**src/rtl/torv32_pkg.sv**
```systemverilog
// Shared definitions for the RV32I core's branch predictor: 2-bit counter
// encodings, predictor FSM states and the saturating counter update.
package torv32_pkg;

    localparam logic [1:0] CNT_SNT = 2'd0;
    localparam logic [1:0] CNT_WNT = 2'd1;
    localparam logic [1:0] CNT_WT  = 2'd2;
    localparam logic [1:0] CNT_ST  = 2'd3;

    typedef enum logic {
        INIT = 1'b0,
        RUN  = 1'b1
    } bht_state_e;

    function automatic logic [1:0] sat2(input logic [1:0] cnt, input logic taken);
        if (taken) begin
            return (cnt == CNT_ST) ? CNT_ST : cnt + 2'd1;
        end
        return (cnt == CNT_SNT) ? CNT_SNT : cnt - 2'd1;
    endfunction

endpackage

```
**src/rtl/bht_predictor_if.sv**
```systemverilog
// Lookup/update/statistics bundle between the pipeline (master) and the
// branch history table predictor (slave).
interface bht_predictor_if #(
    parameter int IDX_BITS = 4
);
    logic                p_en;
    logic [31:0]         p_pc;
    logic                p_taken;
    logic [IDX_BITS-1:0] p_index;
    logic [1:0]          p_cnt;

    logic                u_valid;
    logic [IDX_BITS-1:0] u_index;
    logic [1:0]          u_cnt;
    logic                u_taken;
    logic                u_pred;

    logic [31:0]         stat_branches;
    logic [31:0]         stat_hits;

    modport master (
        output p_en, p_pc, u_valid, u_index, u_cnt, u_taken, u_pred,
        input  p_taken, p_index, p_cnt, stat_branches, stat_hits
    );

    modport slave (
        input  p_en, p_pc, u_valid, u_index, u_cnt, u_taken, u_pred,
        output p_taken, p_index, p_cnt, stat_branches, stat_hits
    );
endinterface

```
**src/rtl/bht_ram.sv**
```systemverilog
// 2^IDX_BITS x 2-bit counter store: one write port, one synchronous read port,
// write-first when both ports hit the same entry in the same cycle.
module bht_ram #(
    parameter int         IDX_BITS = 4,
    parameter logic [1:0] RST_VAL  = 2'b01
) (
    input  logic                clk,
    input  logic                resetn,
    input  logic                we_i,
    input  logic [IDX_BITS-1:0] waddr_i,
    input  logic [1:0]          wdata_i,
    input  logic                re_i,
    input  logic [IDX_BITS-1:0] raddr_i,
    output logic [1:0]          rdata_o
);
    localparam int ENTRIES = 1 << IDX_BITS;

    logic [1:0] mem [ENTRIES];
    logic [1:0] rdata_q;

    always_ff @(posedge clk) begin
        if (we_i) begin
            mem[waddr_i] <= wdata_i;
        end
    end

    // Output register resets so the decode stage sees a defined counter.
    always_ff @(posedge clk) begin
        if (!resetn) begin
            rdata_q <= RST_VAL;
        end else if (re_i) begin
            rdata_q <= (we_i && (waddr_i == raddr_i)) ? wdata_i : mem[raddr_i];
        end
    end

    assign rdata_o = rdata_q;

endmodule

```
**src/rtl/bht_predictor.sv**
```systemverilog
// Dynamic branch predictor: 2-bit saturating counters indexed bimodally or by
// gshare hash, initialised by a sweep after reset, with branch/hit statistics.
module bht_predictor
    import torv32_pkg::*;
#(
    parameter int         IDX_BITS  = 4,
    parameter int         HIST_BITS = 4,
    parameter int         MODE      = 1,
    parameter logic [1:0] CNT_INIT  = 2'b01
) (
    input  logic           clk,
    input  logic           resetn,
    output logic           busy,
    bht_predictor_if.slave bus
);
    localparam int ENTRIES = 1 << IDX_BITS;

    bht_state_e            state_q, state_d;
    logic [IDX_BITS-1:0]   ptr_q, ptr_d;
    logic [HIST_BITS-1:0]  ghr_q, ghr_d;
    logic [IDX_BITS-1:0]   p_index_q, p_index_d;
    logic [31:0]           br_q, br_d;
    logic [31:0]           hit_q, hit_d;

    logic                  ram_we;
    logic [IDX_BITS-1:0]   ram_waddr;
    logic [1:0]            ram_wdata;
    logic                  ram_re;
    logic [1:0]            ram_rdata;

    logic [IDX_BITS-1:0]   pc_idx;
    logic [IDX_BITS-1:0]   hash_idx;
    logic                  unused_pc_bits;

    assign pc_idx         = bus.p_pc[IDX_BITS+1:2];
    assign unused_pc_bits = ^{bus.p_pc[31:IDX_BITS+2], bus.p_pc[1:0]};

    // gshare uses the history as it stood before any same-cycle resolution.
    assign hash_idx = (MODE == 1) ? (pc_idx ^ IDX_BITS'(ghr_q)) : pc_idx;

    always_ff @(posedge clk) begin
        if (!resetn) begin
            state_q   <= INIT;
            ptr_q     <= '0;
            ghr_q     <= '0;
            p_index_q <= '0;
            br_q      <= '0;
            hit_q     <= '0;
        end else begin
            state_q   <= state_d;
            ptr_q     <= ptr_d;
            ghr_q     <= ghr_d;
            p_index_q <= p_index_d;
            br_q      <= br_d;
            hit_q     <= hit_d;
        end
    end

    always_comb begin
        state_d   = state_q;
        ptr_d     = ptr_q;
        ghr_d     = ghr_q;
        p_index_d = p_index_q;
        br_d      = br_q;
        hit_d     = hit_q;
        ram_we    = 1'b0;
        ram_waddr = bus.u_index;
        ram_wdata = sat2(bus.u_cnt, bus.u_taken);
        ram_re    = 1'b0;

        case (state_q)
            INIT: begin
                ram_we    = 1'b1;
                ram_waddr = ptr_q;
                ram_wdata = CNT_INIT;
                ptr_d     = ptr_q + 1'b1;
                if (ptr_q == IDX_BITS'(ENTRIES - 1)) begin
                    state_d = RUN;
                end
            end
            RUN: begin
                ram_re = bus.p_en;
                if (bus.p_en) begin
                    p_index_d = hash_idx;
                end
                // History and statistics advance only on resolved branches.
                if (bus.u_valid) begin
                    ram_we = 1'b1;
                    ghr_d  = (ghr_q << 1) | HIST_BITS'(bus.u_taken);
                    br_d   = br_q + 32'd1;
                    if (bus.u_taken == bus.u_pred) begin
                        hit_d = hit_q + 32'd1;
                    end
                end
            end
        endcase
    end

    bht_ram #(
        .IDX_BITS (IDX_BITS),
        .RST_VAL  (CNT_INIT)
    ) u_ram (
        .clk     (clk),
        .resetn  (resetn),
        .we_i    (ram_we),
        .waddr_i (ram_waddr),
        .wdata_i (ram_wdata),
        .re_i    (ram_re),
        .raddr_i (hash_idx),
        .rdata_o (ram_rdata)
    );

    assign busy              = (state_q == INIT);
    assign bus.p_index       = p_index_q;
    assign bus.p_cnt         = ram_rdata;
    assign bus.p_taken       = (state_q == RUN) && ram_rdata[1];
    assign bus.stat_branches = br_q;
    assign bus.stat_hits     = hit_q;

endmodule

```
**src/flat_wrapper.sv**
```systemverilog
// flat-port wrapper written by rule: the top's interface ports become plain ports
module bht_predictor_flat import torv32_pkg::*;
#(
    parameter int         IDX_BITS  = 4,
    parameter int         HIST_BITS = 4,
    parameter int         MODE      = 1,
    parameter logic [1:0] CNT_INIT  = 2'b01
)
  (clk, resetn, busy, bus_p_en, bus_p_pc, bus_u_valid, bus_u_index, bus_u_cnt, bus_u_taken, bus_u_pred, bus_p_taken, bus_p_index, bus_p_cnt, bus_stat_branches, bus_stat_hits);
  bht_predictor_if #(.IDX_BITS(IDX_BITS)) bus_i ();
  input  logic clk;
  input  logic resetn;
  output logic busy;
  input wire logic [$bits(bus_i.p_en)-1:0] bus_p_en;
  input wire logic [$bits(bus_i.p_pc)-1:0] bus_p_pc;
  input wire logic [$bits(bus_i.u_valid)-1:0] bus_u_valid;
  input wire logic [$bits(bus_i.u_index)-1:0] bus_u_index;
  input wire logic [$bits(bus_i.u_cnt)-1:0] bus_u_cnt;
  input wire logic [$bits(bus_i.u_taken)-1:0] bus_u_taken;
  input wire logic [$bits(bus_i.u_pred)-1:0] bus_u_pred;
  output wire logic [$bits(bus_i.p_taken)-1:0] bus_p_taken;
  output wire logic [$bits(bus_i.p_index)-1:0] bus_p_index;
  output wire logic [$bits(bus_i.p_cnt)-1:0] bus_p_cnt;
  output wire logic [$bits(bus_i.stat_branches)-1:0] bus_stat_branches;
  output wire logic [$bits(bus_i.stat_hits)-1:0] bus_stat_hits;
  assign bus_i.p_en = bus_p_en;
  assign bus_i.p_pc = bus_p_pc;
  assign bus_i.u_valid = bus_u_valid;
  assign bus_i.u_index = bus_u_index;
  assign bus_i.u_cnt = bus_u_cnt;
  assign bus_i.u_taken = bus_u_taken;
  assign bus_i.u_pred = bus_u_pred;
  assign bus_p_taken = bus_i.p_taken;
  assign bus_p_index = bus_i.p_index;
  assign bus_p_cnt = bus_i.p_cnt;
  assign bus_stat_branches = bus_i.stat_branches;
  assign bus_stat_hits = bus_i.stat_hits;
  bht_predictor #(.IDX_BITS(IDX_BITS), .HIST_BITS(HIST_BITS), .MODE(MODE), .CNT_INIT(CNT_INIT)) u_core (.clk(clk), .resetn(resetn), .busy(busy), .bus(bus_i));
endmodule
```
**config.mk**
```make
export PLATFORM = sky130hd
export DESIGN_NAME = bht_predictor_flat
export DESIGN_NICKNAME = d
export VERILOG_FILES = /design/src/rtl/torv32_pkg.sv /design/src/rtl/bht_predictor_if.sv /design/src/rtl/bht_ram.sv /design/src/rtl/bht_predictor.sv /design/src/flat_wrapper.sv
export SDC_FILE = /design/constraint.sdc
export NUM_CORES = 1
export LEC_CHECK = 0
export ABC_AREA = 1
export CAP_MARGIN = 30
export CELL_PAD_IN_SITES_DETAIL_PLACEMENT = 0
export CELL_PAD_IN_SITES_GLOBAL_PLACEMENT = 1
export CORE_MARGIN = 2
export CORE_UTILIZATION = 41
export CTS_BUF_LIST = sky130_fd_sc_hd__clkbuf_8
export CTS_CLUSTER_SIZE = 25
export DETAILED_ROUTE_END_ITERATION = 16
export PLACE_DENSITY = 0.85
export SYNTH_ARGS = -nofsm -noshare
export SYNTH_HDL_FRONTEND = slang
export SYNTH_HIERARCHICAL = 1
export SYNTH_SLANG_ARGS = --single-unit
export TNS_END_PERCENT = 100
```
**constraint.sdc**
```tcl
create_clock -name clk -period 2.6 [get_ports clk]
set_input_delay 0.39 -clock clk [delete_from_list [all_inputs] [get_ports clk]]
set_output_delay 0.39 -clock clk [all_outputs]
set_load 0.01 [all_outputs]
```
## Yosys cells after proc, flatten, opt, wreduce, memory -nomap -nowiden

Memories as Yosys holds them, arrays and structs flattened. A register that Yosys moved wholly into a read port is not among the register bits.
Index checks and enable logic that the tools add are counted.

| cells by class | value |
|---|---|
| mux-type cells | 14 |
| $add $sub $neg | 5 |
| equality and inequality tests | 3 |
| reduce and logical (&&, ||, !) cells | 6 |
| bitwise gates (word level) | 3 |

Operators with widths:

| kind | number |
|---|---|
| adder 32 x 1 -> 32 bit (second input constant) | 2 |
| 2-to-1 mux 2 bit | 5 |
| 2-to-1 mux 1 bit | 7 |
| adder 4 x 1 -> 4 bit (second input constant) | 1 |
| equality test 4 bit (second input constant) | 1 |
| 2-to-1 mux 4 bit | 1 |
| OR 4 x 1 -> 4 bit | 1 |
| AND reduction 2 bit | 2 |
| bitwise XOR 4 bit | 1 |
| AND reduction 3 bit | 1 |
| adder 2 x 1 -> 2 bit (second input constant) | 1 |
| equality test 2 bit (second input constant) | 1 |
| zero test 2 bit | 1 |
| case mux 1 bit (2 select lines) | 1 |
| subtractor 2 x 1 -> 2 bit (second input constant) | 1 |
| equality test 1 bit | 1 |
| logical AND 1 bit | 1 |
| zero test 1 bit | 1 |
| NOT 1 bit | 1 |

| storage, ports and cells | value |
|---|---|
| memories | 1 |
| word-level logic and storage cells | 38 |
| input port bits | 44 |
| bits in registers | 77 |
| RAM bits | 32 |
| output and inout bits | 72 |

Memories:

| name | depth | width | read ports | clocked after memory_dff | write ports | line | text |
|---|---|---|---|---|---|---|---|
| u_core.u_ram.mem | 16 | 2 | 1 | 1 | 1 | bht_ram.sv:18 | `logic [1:0] mem [ENTRIES];` |

## Longest topological paths before layout

Gate-level depths: netlist (run 1).

| logic depth | value |
|---|---|
| depth in word-level cells | 5 |
| gate-level depth with buffers | 12 |
| gate-level depth less buffers | 12 |

## Hierarchy

The synthesis (run 1) kept the hierarchy.

By module, submodules not included:

| module | area an instance (µm²) | cells each | times used | seq. area each (µm²) |
|---|---|---|---|---|
| bht_predictor | 4,061.4 | 622 | 1 | 1,541.5 |
| bht_ram | 1,597.8 | 159 | 1 | 1,001.0 |

## Least setup slack after synthesis (run 1)

OpenSTA, ideal clock, no wires.

| timing path | value |
|---|---|
| kind | reg-to-reg |
| from | register u_core.state_q |
| to | register u_core.u_ram.rdata_q[1], in the netlist u_core/u_ram/rdata_o[1] (read register of u_core.u_ram.mem) |
| path buffers | 0 |
| stages on the path, launching flop included | 6 |
| library setup time | 0.066 ns |
| required time | 2.534 ns |
| path slack | 0.797 ns |
| clock period less this slack | 1.803 ns |
| data arrival time | 1.737 ns |
| cell sequence | dfxtp_1 > clkinv_1 > nor3_1 > or2_0 > nand2_1 > a21oi_2 |

| between the ends | value |
|---|---|
| longest elaborated chain between the ends | 1 |

Ends and longest elaborated chain:

| item | line | text |
|---|---|---|
| from (decl) | bht_predictor.sv:18 | `bht_state_e state_q, state_d;` |
| from (signal assigned) | bht_predictor.sv:50 | `state_q <= state_d;` |
| 2-to-1 mux 1 bit | bht_predictor.sv:71 | `case (state_q)` |
| to (decl) | bht_ram.sv:19 | `logic [1:0] rdata_q;` |

Every way passes these cells.
A chain may end at the register's enable or synchronous reset.

## Final worst setup path (run 1)

| timing path | value |
|---|---|
| from | register u_core.state_q |
| to | output port busy |

| between the ends | value |
|---|---|
| longest elaborated chain between the ends | 1 |

Ends and longest elaborated chain:

| item | line | text |
|---|---|---|
| NOT 1 bit | bht_predictor.sv:113 | `assign busy = (state_q == INIT);` |
| to (decl) | flat_wrapper.sv:13 | `output logic busy;` |

Every way passes these cells.

==> qor.csv, run 1 <==
metric,value,unit
start_kind,register,
cts_tree,done,
htree_levels,3,
cp_slowest_stage_delay,650,ps
fin_crit_sh,0.903,
yosysSeqAreaShare,0.449,
clockBufferDepth,2,
critPathSlowestCell,dfxtp_1,
cpLargestDelayFamily,buffers and inverters,
hold_ws,499,ps
syn_area_per_cell,7.25,um^2
synthesis.area,5660,um^2
final_nets,920,
clkSinkCount,111,
synth_edf_count,32,
synth_seq_cells,111,
fin_crit,2350,ps
coreArea,13300,um^2
cp-end-kind,output pin,
grt_overflow,0,
path_buf_inv,2,
powerDensity,431,nW/um^2
synth_most_common_cell,nand2_1,
yosysWarnings,6,
ant_nets,0,
cp.required,2210,ps
rsz0062_at_grt,no,
cts_made_buffers,9,
clkPwrFrac,0.343,
drt_iter0_markers,320,
worst_slack,252,ps
synth_nets,828,
cts_resized,0,
finalWirelength,14300,um
critPathArrivalTime,1960,ps
grtUsageTotal,0.199,
place_hpwl,10500,um
cp.depth,2,
setup-tns-final,0,ps
ctsHoldBuffers,0,
grt_pass1_wl,23300,um
grt_pass1_vias,4825,
diodes,0,
path_cells,clkinv_1 -> clkdlybuf4s50_1,
worst_slew_pin_slew,729,ps
synth_adder_area_share,0.00663,
synth_compound_area_frac,0.0951,
final_layout_size_suffix_gt1_frac,0.0638,
clkSlewWorstSetupHoldPaths,90,ps
first_pass_iters,5,
muxShareOfSynthArea,0,
antenna_found_initial,0,
via_per_inst,4.94,
vias,5207,
synth_commonest_cells,"nand2_1, nor2_1, inv_1",
maxSlewHeadroom,0.511,
ff2ff_setup_slack,370,ps
ios,116,
p_sw_frac,0.235,
critPathMaxFanout,12,
clock-skew-final,15.1,ps
r2r_end,u_core/u_ram/rdata_o[1],
netlist_top_cells_area,"dfxtp_1, edfxtp_1, nand2_1, nor2_1, inv_1",
setup_viol,0,
seqPwrFrac,0.598,
whs_endpoint,u_core/bus.stat_branches[6],
vdd_drop_max,0.000238,V
route.detailed.drc,0,
maxCapViolations,0,
comb_power_share,0.059,
ff2ff_path_depth,10,
p_leak,2.58,nW
post_cts_buffers,0,
synth_top_area_frac,0.279,
min-delay-path-class,register to register,
synth_top_cell_by_area,dfxtp_1,
clock_latency,380,ps
switching_power,0.703,mW
synth_xor_area_frac,0.0124,
core.rowCount,42,
grt_start_max_net_pins,62,
place_ws,333,ps
synth.distinct_cells,44,
clock.fmax,426,MHz
area_growth,22.2,%
status,"complete, no violations",
initial_utilization,0.424,
hold_path_depth,1,
io_buffers,87,
clock-root-buffer,clkbuf_8,
synthCells,781,
synth_ff_type,dfxtp_1,
final_core_util,0.518,
die_w,121,um
worst-setup-path-type,register to output pin,
internal-power,2.28,mW
hold_viol_final,0,
dieArea,14800,um^2
routedWlPerCell,13.5,um
die_h,121,um
holdCritStartpoint,u_core/bus.stat_branches[6],
report.final.slew_viol_count,0,
synth_top_family_by_area,simple AND/OR/NAND/NOR gates,
globalplace.congestion,0.867,
ys_async_sr_fraction,0,
reg2reg_from,u_core/state_q,
synthSimpleGateAreaFrac,0.356,
## per-layer routing
| layer | routed length (um) | track usage | up-vias |
|---|---|---|---|
| met3 | 752 | 0.0315 | 14 |
| met5 | 0 | 0 | - |
| met4 | 192 | 0.0625 | 0 |
| met1 | 6860 | 0.274 | 2345 |
| li1 | - | - | 2713 |
| met2 | 6460 | 0.321 | 135 |
## through the flow
step           instance area [um^2]  std cells  total power, mW
4_1_cts                        6920       1054             3.02
3_5_place_dp                   6730       1038             2.00
6_report                       6920       1054             2.98
2_1_floorplan                  5660        781             1.94
3_3_place_gp                   6730       1038             2.00
5_1_grt                        6920       1054             3.11
## worst max-delay path by stage
stage | from | end | slack, ps
2_1_floorplan | u_core/state_q | u_core/u_ram/rdata_o[1] | 800
3_3_place_gp | bus_u_valid | u_core/bus.stat_hits[28] | 360
3_5_place_dp | bus_u_valid | u_core/bus.stat_hits[28] | 330
4_1_cts | u_core/state_q | busy | 230
5_1_grt | u_core/state_q | u_core/u_ram/rdata_o[1] | 110
6_report | u_core/state_q | busy | 250
## layout make-up
class / instances / area [um^2]
Fill cell: 1319 / 6430
Timing Repair Buffer: 95 / 938
Sequential cell: 111 / 2540
Inverter: 96 / 368
Clock buffer: 9 / 124
Tap cell: 176 / 220
Multi-Input combinational cell: 560 / 2660
Clock inverter: 7 / 63.8
## placed cells by master, fill, tap and decap left out, types with 4 or more instances in the layout
cell             count
nand3_1             62
edfxtp_1            32
nor3_1              12
nor2_2               7
nor2_4               8
nand2_1            169
o21ai_0             38
nand4_1             16
o211ai_1             5
dfxtp_1             79
clkdlybuf4s50_1     86
o21ai_1             10
buf_4                7
clkbuf_8             9
a21oi_1             39
nand2_2              4
inv_1               90
nor2_1             152
clkinv_1             4
nor3b_1              5
xor2_1               6
## cell families (layout without fill, tap and decap cells)
group           count (synthesis)  after routing
compound gates                101            101
flops                         111            111
simple gates                  448            448
xor+xnor                        8              8
fa+ha+maj                       3              3
buf+inv                       110            207
## state kept, by name, indices dropped and copies added (netlist names)
signal	flops
u_core/state_q	1
u_core/bus.stat_hits	32
u_core/ghr_q	4
u_core/bus.stat_branches	32
u_core/ptr_q	4
u_core/bus.p_index	4
u_core/u_ram/mem	32
u_core/u_ram/rdata_o	2
## power by group through the flow
stage / Combinational [mW] / Clock [mW] / Sequential (mW)
after floorplan: 0.114 / 0 / 1.82
after global routing: 0.197 / 1.12 / 1.79
after global placement: 0.172 / 0 / 1.82
after detailed placement: 0.175 / 0 / 1.83
after CTS: 0.176 / 1.06 / 1.79
final: 0.176 / 1.02 / 1.79
(Power assumes the default switching activity.)
==> inputs of run 2 (changes only) <==
--- a/config.mk
+++ b/config.mk
@@ -12,7 +12,8 @@
 export CORE_MARGIN = 2
 export CORE_UTILIZATION = 41
 export CTS_BUF_LIST = sky130_fd_sc_hd__clkbuf_8
-export CTS_CLUSTER_SIZE = 25
+export CTS_CLUSTER_DIAMETER = 60
+export CTS_CLUSTER_SIZE = 28
 export DETAILED_ROUTE_END_ITERATION = 16
 export PLACE_DENSITY = 0.85
 export SYNTH_ARGS = -nofsm -noshare
==> results of run 2 <==
No change in the layout: final DEF, timing and power equal those of run 1.
==> inputs of run 3 (changes only) <==
==> constraint.sdc (replaced) <==
create_clock -name clk -period 2.6 [get_ports clk]
set_input_delay 0.39 -clock clk [delete_from_list [all_inputs] [get_ports clk]]
set_output_delay 0.39 -clock clk [all_outputs]
set_load 0.05 [all_outputs]
==> run 3 against run 2 <==
Global-route usage shrank 0.17 points. Via count up 2.5%. Clock power rose by 7%. Sequential share of layout area down 0.20 points. Sequential cell count unchanged. Register-to-register slack better by 220 ps. Wire length fell by 1.8%. Combinational power about the same.
==> qor.csv, run 3 (same netlist as run 1, synthesis figures left out) <==
metric,value,unit,change
status,"complete, no violations",,
grtUsageTotal,0.197,,-0.00166
rsz0062_at_grt,no,,
grt_start_max_net_pins,39,,-37%
first_pass_iters,5,,unchanged
switching_power,0.705,mW,+0.33%
hold_ws,316,ps,-183 ps
grt_pass1_wl,23200,um,-0.21%
worst-setup-path-type,register to output pin,,
comb_power_share,0.059,,about the same
fin_crit,2360,ps,+13.5 ps
grt_overflow,0,,unchanged
globalplace.congestion,0.880,,+1.6%
clkPwrFrac,0.356,,+0.013
p_sw_frac,0.231,,-0.00430
die_h,121,um,unchanged
drt_iter0_markers,392,,+23%
p_leak,2.61,nW,+1.3%
cts_made_buffers,9,,unchanged
dieArea,14800,um^2,unchanged
clkSlewWorstSetupHoldPaths,100,ps,about the same
critPathMaxFanout,7,,-5
reg2reg_from,u_core/state_q,,
powerDensity,439,nW/um^2,+1.6%
routedWlPerCell,13.2,um,-2.2%
critPathArrivalTime,1970,ps,about the same
ant_nets,0,,unchanged
report.final.slew_viol_count,0,,unchanged
grt_pass1_vias,4848,,+0.48%
internal-power,2.34,mW,+2.8%
r2r_end,u_core/u_ram/rdata_o[1],,
fin_crit_sh,0.908,,+0.00521
final_layout_size_suffix_gt1_frac,0.0692,,+0.00538
most-common-layout-cells,"nand2_1, nor2_1, inv_1",,
setup_viol,0,,unchanged
critPathSlowestCell,clkdlybuf4s50_1,,
clock-skew-final,13.2,ps,-1.95 ps
post_cts_buffers,0,,unchanged
whs_endpoint,u_core/u_ram/rdata_o[1],,
htree_levels,3,,unchanged
die_w,121,um,unchanged
hold_viol_final,0,,unchanged
ctsHoldBuffers,0,,unchanged
cp_slowest_stage_delay,790,ps,+140 ps
worst_slew_pin_slew,672,ps,-57.0 ps
path_cells,buf_4 -> nand2_1 -> inv_1 -> clkdlybuf4s50_1,,
holdCritStartpoint,resetn,,
ff2ff_setup_slack,590,ps,+220 ps
clockBufferDepth,2,,unchanged
finalWirelength,14000,um,-1.8%
path_buf_inv,3,,+1
final_nets,924,,+0.43%
ff2ff_path_depth,10,,unchanged
ios,116,,unchanged
cp.required,2210,ps,about the same
cp-end-kind,output pin,,
final_common_cell,nand2_1,,
initial_utilization,0.424,,unchanged
route.detailed.drc,0,,unchanged
cpLargestDelayFamily,buffers and inverters,,
io_buffers,87,,unchanged
clock-root-buffer,clkbuf_8,,
setup-tns-final,0,ps,unchanged
coreArea,13300,um^2,unchanged
clock_latency,380,ps,about the same
min-delay-path-class,primary input to register,,
start_kind,register,,
vdd_drop_max,0.000237,V,-0.58%
antenna_found_initial,0,,unchanged
clkSinkCount,111,,unchanged
maxSlewHeadroom,0.550,,+0.0382
area_growth,22.9,%,
place_hpwl,10400,um,-0.30%
core.rowCount,42,,unchanged
clock.fmax,423,MHz,-0.57%
via_per_inst,5.04,,+2.1%
maxCapViolations,0,,unchanged
cts_tree,done,,
seqPwrFrac,0.585,,-0.013
cts_resized,0,,unchanged
hold_path_depth,3,,+2
vias,5335,,+2.5%
diodes,0,,unchanged
run 3: changes by cell type in the layout (fill, tap and decap cells not counted):
| cell | delta |
|---|---|
| clkinv_2 | -1 |
| clkbuf_8 | +2 |
| clkinvlp_2 | -1 |
| inv_1 | +1 |
| buf_12 | -1 |
| buf_4 | +5 |
| inv_4 | +1 |
| clkinv_4 | -1 |
| clkinv_1 | -2 |
| inv_6 | +1 |
run 3: final cells by class:
class                   instances  area [um^2]
multi-input cells             560         2660
repair buffers                 99          956
clock buffers                  11          151
inverters                      96          368
well taps                     176          220
fillers                      1311         6390
flip-flops and latches        111         2540
clock inverters                 5         56.3
run 3: power groups by stage:
stage | Sequential [mW] | Clock [mW] | Combinational (mW)
after global placement | 1.82 | 0 | 0.173
after floorplan | 1.82 | 0 | 0.114
after global routing | 1.79 | 1.20 | 0.197
after CTS | 1.79 | 1.12 | 0.179
final | 1.78 | 1.09 | 0.179
after detailed placement | 1.83 | 0 | 0.178
run 3: per-layer routing:
| metal | global-route usage | wire length [um] | vias to the layer above |
|---|---|---|---|
| met5 | 0 | 0 | - |
| met4 | 0.0632 | 184 | 0 |
| met1 | 0.273 | 6850 | 2450 |
| met2 | 0.316 | 6300 | 137 |
| li1 | - | - | 2735 |
| met3 | 0.0324 | 675 | 13 |
run 3: worst reg2reg max path: stages (launching register included):
cell and delay, ps:
dfxtp_1 500, clkinv_1 290, nand2_1 180, nand2_1 130, inv_1 130, o211ai_1 90, nor2_1 100, nand2_1 110
or2_0 220, nand2_1 90, a21oi_2 50
run 3: through the flow:
step | utilization | cell area [um^2] | power [mW] | setup WS [ps] | std cells
6_report | 0.521 | 6950 | 3.05 | 238 | 1058
4_1_cts | 0.521 | 6950 | 3.08 | 229 | 1058
3_3_place_gp | 0.505 | 6750 | 2.00 | 310 | 1042
2_1_floorplan | - | 5660 | 1.94 | 476 | 781
5_1_grt | 0.521 | 6950 | 3.18 | 163 | 1058
3_5_place_dp | 0.505 | 6750 | 2.00 | 249 | 1042
run 3: worst max-delay path by stage:
| stage | cells after the start | to | from | slack (ps) |
|---|---|---|---|---|
| final | 4 | bus_p_taken | u_core/state_q | 240 |
| after global routing | 4 | bus_p_taken | u_core/state_q | 160 |
| after CTS | 4 | bus_p_taken | u_core/state_q | 230 |
| after detailed placement | 10 | u_core/u_ram/rdata_o[1] | bus_p_pc[2] | 250 |
| after global placement | 10 | u_core/u_ram/rdata_o[1] | bus_p_pc[2] | 310 |
| after floorplan | 5 | u_core/u_ram/rdata_o[1] | u_core/state_q | 480 |
